### src/rtl/inst_rom_resp.sv
// Instruction ROM with a 1-cycle registered fetch port, a program-load write
// port, an IDLE/RUN/HALT fetch FSM and a saturating fetch counter.
module inst_rom_resp #(
  parameter int          DEPTH     = 64,
  parameter logic [31:0] NOP_INSTR = 32'h0000_0013
) (
  input  logic        clk_i_ROM,
  input  logic        reset_i_ROM,
  input  logic        chip_enable_i_ROM,
  input  logic [31:0] pc_addr_i_ROM,
  input  logic        load_en_i_ROM,
  input  logic [31:0] load_addr_i_ROM,
  input  logic [31:0] load_data_i_ROM,
  output logic [31:0] inst_o_ROM,
  output logic        inst_valid_o_ROM,
  output logic        addr_fault_o_ROM,
  output logic        load_err_o_ROM,
  output logic [15:0] fetch_cnt_o_ROM,
  output logic [1:0]  state_o_ROM
);

  localparam int          AW      = (DEPTH > 1) ? $clog2(DEPTH) : 1;
  localparam logic [31:0] DEPTH_W = 32'(DEPTH);

  typedef enum logic [1:0] {
    IDLE = 2'd0,
    RUN  = 2'd1,
    HALT = 2'd2,
    BAD  = 2'd3
  } state_t;

  state_t      state, state_nxt;
  logic [31:0] mem [DEPTH];

  logic pc_in_range, ld_in_range;
  logic fetch_ok, fetch_oob, fetch_nop, load_ok, load_bad;

  // Full 32-bit compares: high address bits must never alias into the array.
  assign pc_in_range = (pc_addr_i_ROM < DEPTH_W);
  assign ld_in_range = (load_addr_i_ROM < DEPTH_W);

  always_comb begin
    state_nxt = state;
    fetch_ok  = 1'b0;
    fetch_oob = 1'b0;
    fetch_nop = 1'b0;
    case (state)
      IDLE: begin
        if (chip_enable_i_ROM) begin
          state_nxt = RUN;
          fetch_ok  = pc_in_range;
          fetch_oob = !pc_in_range;
        end
      end
      RUN: begin
        if (!chip_enable_i_ROM) begin
          state_nxt = IDLE;
        end else if (!pc_in_range) begin
          state_nxt = HALT;
          fetch_oob = 1'b1;
        end else begin
          fetch_ok = 1'b1;
        end
      end
      HALT: begin
        if (!chip_enable_i_ROM) state_nxt = IDLE;
        else                    fetch_nop = 1'b1;
      end
      default: state_nxt = IDLE;
    endcase
  end

  assign load_ok  = load_en_i_ROM && (state == IDLE) && !chip_enable_i_ROM && ld_in_range;
  assign load_bad = load_en_i_ROM && !load_ok;

  always_ff @(posedge clk_i_ROM) begin
    if (!reset_i_ROM) begin
      state            <= IDLE;
      inst_o_ROM       <= '0;
      inst_valid_o_ROM <= 1'b0;
      addr_fault_o_ROM <= 1'b0;
      load_err_o_ROM   <= 1'b0;
      fetch_cnt_o_ROM  <= '0;
    end else begin
      state            <= state_nxt;
      inst_valid_o_ROM <= fetch_ok || fetch_oob || fetch_nop;
      addr_fault_o_ROM <= fetch_oob;
      load_err_o_ROM   <= load_bad;
      if (fetch_ok)                   inst_o_ROM <= mem[pc_addr_i_ROM[AW-1:0]];
      else if (fetch_oob || fetch_nop) inst_o_ROM <= NOP_INSTR;
      if (fetch_ok && fetch_cnt_o_ROM != 16'hFFFF)
        fetch_cnt_o_ROM <= fetch_cnt_o_ROM + 16'd1;
    end
  end

  // Array contents are not reset; reset only blocks a write in the same cycle.
  always_ff @(posedge clk_i_ROM) begin
    if (reset_i_ROM && load_ok)
      mem[load_addr_i_ROM[AW-1:0]] <= load_data_i_ROM;
  end

  assign state_o_ROM = state;

endmodule

### config.mk
export PLATFORM = sky130hd
export DESIGN_NAME = inst_rom_resp
export DESIGN_NICKNAME = d
export VERILOG_FILES = /design/src/rtl/inst_rom_resp.sv
export SDC_FILE = /design/constraint.sdc
export NUM_CORES = 2
export LEC_CHECK = 0
export ABC_CLOCK_PERIOD_IN_PS = 9100
export CORE_MARGIN = 2
export CORE_UTILIZATION = 47
export CTS_CLUSTER_DIAMETER = 50
export CTS_CLUSTER_SIZE = 12
export DETAILED_ROUTE_END_ITERATION = 10
export HOLD_SLACK_MARGIN = 0.15
export PLACE_DENSITY = 0.69
export SLEW_MARGIN = 20
export SYNTH_ARGS = -nofsm -noshare
export SYNTH_HDL_FRONTEND = slang
export SYNTH_SLANG_ARGS = --single-unit
### constraint.sdc
create_clock -name clk_i_ROM -period 9.1 [get_ports clk_i_ROM]
set_input_delay 0.91 -clock clk_i_ROM [delete_from_list [all_inputs] [get_ports clk_i_ROM]]
set_output_delay 0.91 -clock clk_i_ROM [all_outputs]
set_load 0.02 [all_outputs]
==> metrics.txt <==
CTS Root Cell=clkbuf_16; maximum net fanout on the critical path=19; Critical Path Start Type=input port; max-cap violation count=0; Period minus WS final=4.47 ns; num ports=153; DR vias=41,800; Slew HR=20.9%; Rows=152; post-route insts no fill=6,473; drt via density=6.46; Worst-Skew Late Latency=0.85 ns; antenna violations before repair=14; top area cells in the synthesized netlist=edfxtp_1, mux4_2, mux2i_1; Die Span Y=419 um; R2R Path Start=state_o_ROM[0]$_SDFFE_PN0P_; share of cells above drive strength 1=23.7%; dpl cells=6,166; Nets=4,160; Hold Buf Count CTS=0; kind of critical path=input port to register; CORE AREA=0.171 mm2; cell taking the most area after synthesis=edfxtp_1; Port Buf Inserts=152; vias in the first global route=40,700; final setup fails=0; Synth top area share=76.0%; asr flop ratio synth=0%; RR Endpoint=mem[8][11]$_DFFE_PP_; DRC viols=0; mapped cell area=0.0809 mm2; gr ovfl total=0; Seq/Total Area, Yosys=77.3%; clock skew=0.0313 ns; clock transition at the registers of the reported paths=0.06 ns; post-DP HPWL=134 mm; Final period util=49.1%; Highest Clock Rate=224 MHz; Pre-Repair DR Iteration Count=6; Worst R2R Setup Slack=4.83 ns; Fin Hold WS=0.454 ns; Yosys reg bits=2,101; Clock Tree Buf Depth=3; drt total wl=228 mm; clk sinks=2,101; final setup TNS=0 ns; GR Util All Layers=26.0%; number of synthesized flops with an enable pin=2,048; H-tree depth=4; worst reg2reg path depth=6; Worst Tran Pin Value=1.18 ns; area growth from synthesis to layout=12.9%; crit path launch=chip_enable_i_ROM; WL per Instance=35.2 um; count of pins over their slew limit=0; syn avg cell area=21.6 um2; Setup Fix Bufs, Post-CTS=0; Req. time, crit path=9.58 ns; Detail Route Antenna Nets=0; DR iter-0 viols=7,035; Die ar.=0.176 mm2; Post-CTS Resized=0; Num CTS Buffers=201; Leak=28.3 nW; Netlist cell types=69; PD cells=211 mW/mm2; crit path to=mem[8][11]$_DFFE_PP_; Setup crit end kind=register; Max VDD drop=163 uV; largest net degree at the start of global routing=101; Die W=419 um; number of hold violations in the final report=0; CTS tree=done; Most used DFF post-synth=edfxtp_1; Synthesized Nets=3,855; Hold Crit Class=register to register; GP Congestion=0.909; first-pass GRT wire length=316 mm; final core occ=53.3%; initial core utilization=47.2%; Ys Warns=0; status=completed; Syn Inst Count=3,754; arrival time worst endpoint=4.94 ns; RSZ-0062 raised after global routing=no
-- critical path, stage by stage --
cell and delay (ns):
clkdlybuf4s50_1 0.48, nor4b_1 0.39, nand4_1 0.21, nor3_1 0.74, nand2_1 0.83, nor2_4 0.85
buf_4 0.50
-- layout by cell type (no fill, tap or decap), types with 15 or more instances in the layout --
cell type | synthesis | routed
and2_1 | 15 | 15
nor3_1 | 15 | 15
nor2b_1 | 18 | 15
nand4_1 | 31 | 31
o22ai_1 | 38 | 38
buf_2 | 65 | 27
edfxtp_1 | 2048 | 2048
buf_4 | 43 | 146
o21ai_0 | 27 | 27
a211oi_1 | 26 | 26
nand3_1 | 54 | 54
a22oi_1 | 46 | 46
nor2_4 | 0 | 67
clkbuf_1 | 38 | 66
nand2_1 | 151 | 151
clkdlybuf4s50_1 | 0 | 114
dfxtp_1 | 53 | 53
o21ai_1 | 16 | 16
mux2i_1 | 166 | 166
nor2_1 | 122 | 50
mux4_2 | 464 | 464
nor4_1 | 20 | 20
a21oi_1 | 53 | 53
a221oi_1 | 24 | 24
clkbuf_16 | 0 | 203
-- where the power goes --
group	switching, mW	total (mW)	leakage [nW]	internal [mW]
Sequential	0.00294	10.6	18.8	10.6
Combinational	0.617	0.933	6.68	0.316
Clock	3.46	7.72	2.82	4.26
-- cells in the mapped netlist (all sizes together) (9+ instances only) --
master / count
a211oi: 26
a21oi: 53
a221oi: 28
a22o: 10
a22oi: 46
a31oi: 13
and2: 16
and3: 13
buf: 159
clkbuf: 38
dfxtp: 53
edfxtp: 2048
mux2i: 166
mux4: 468
nand2: 152
nand3: 54
nand4: 31
nor2: 122
nor2b: 18
nor3: 15
nor4: 20
o21ai: 43
o22ai: 38
o32ai: 13
or3: 9
-- worst min path at each step --
stage / startpoint / endpoint / cells past startpoint
2_1_floorplan: inst_o_ROM[30]$_SDFFE_PN0P_ / inst_o_ROM[30]$_SDFFE_PN0P_ / 2
3_3_place_gp: inst_o_ROM[8]$_SDFFE_PN0P_ / inst_o_ROM[8]$_SDFFE_PN0P_ / 2
3_5_place_dp: inst_o_ROM[8]$_SDFFE_PN0P_ / inst_o_ROM[8]$_SDFFE_PN0P_ / 2
4_1_cts: inst_o_ROM[8]$_SDFFE_PN0P_ / inst_o_ROM[8]$_SDFFE_PN0P_ / 2
5_1_grt: inst_o_ROM[8]$_SDFFE_PN0P_ / inst_o_ROM[8]$_SDFFE_PN0P_ / 2
6_report: inst_o_ROM[8]$_SDFFE_PN0P_ / inst_o_ROM[8]$_SDFFE_PN0P_ / 2
-- state kept, by name, indices dropped and copies added, names as in the netlist --
register	count
fetch_cnt_o_ROM	16
state_o_ROM	2
mem	2048
inst_valid_o_ROM	1
load_err_o_ROM	1
inst_o_ROM	32
addr_fault_o_ROM	1
-- routing by layer --
| layer | routed length (um) | up-vias | GRT usage (%) |
|---|---|---|---|
| met5 | 182 | - | 0 |
| met2 | 106000 | 2999 | 40.1 |
| met4 | 10700 | 14 | 11.1 |
| li1 | - | 16400 | - |
| met3 | 28200 | 484 | 6.67 |
| met1 | 83000 | 21900 | 35.2 |
-- cell families (layout without fill, tap and decap cells) --
| family | Yosys count | in the layout | synth area share (%) |
|---|---|---|---|
| DFF | 2101 | 2101 | 77.3 |
| muxes | 642 | 642 | 15.2 |
| other | 0 | 1 | 0 |
| and+or+nand+nor | 478 | 478 | 2.79 |
| buffers and inverters | 203 | 611 | 1.80 |
| adders and majority gates | 1 | 1 | 0.0155 |
| AOI/OAI and AO/OA | 322 | 322 | 2.83 |
| xor gates and xnor gates | 7 | 7 | 0.0757 |
-- per-stage QoR --
stage                     area, um2  total power [mW]  setup slack [ns]
after floorplan               80900              11.3              5.34
after global placement        85400              11.7              3.89
after detailed placement      85500              11.7              3.81
after CTS                     91400              19.3              4.69
after global routing          91400              19.7              4.53
final                         91400              19.3              4.63
-- cell type report --
cell class	count	area [um2]
Antenna cell	1	2.50
Clock buffer	271	5360
Clock inverter	35	484
Fill cell	12900	80000
Inverter	6	23.8
Multi-Input combinational cell	1450	17500
Sequential cell	2101	62600
Tap cell	2310	2890
Timing Repair Buffer	299	2610
Power figures use the tool's default switching activity.
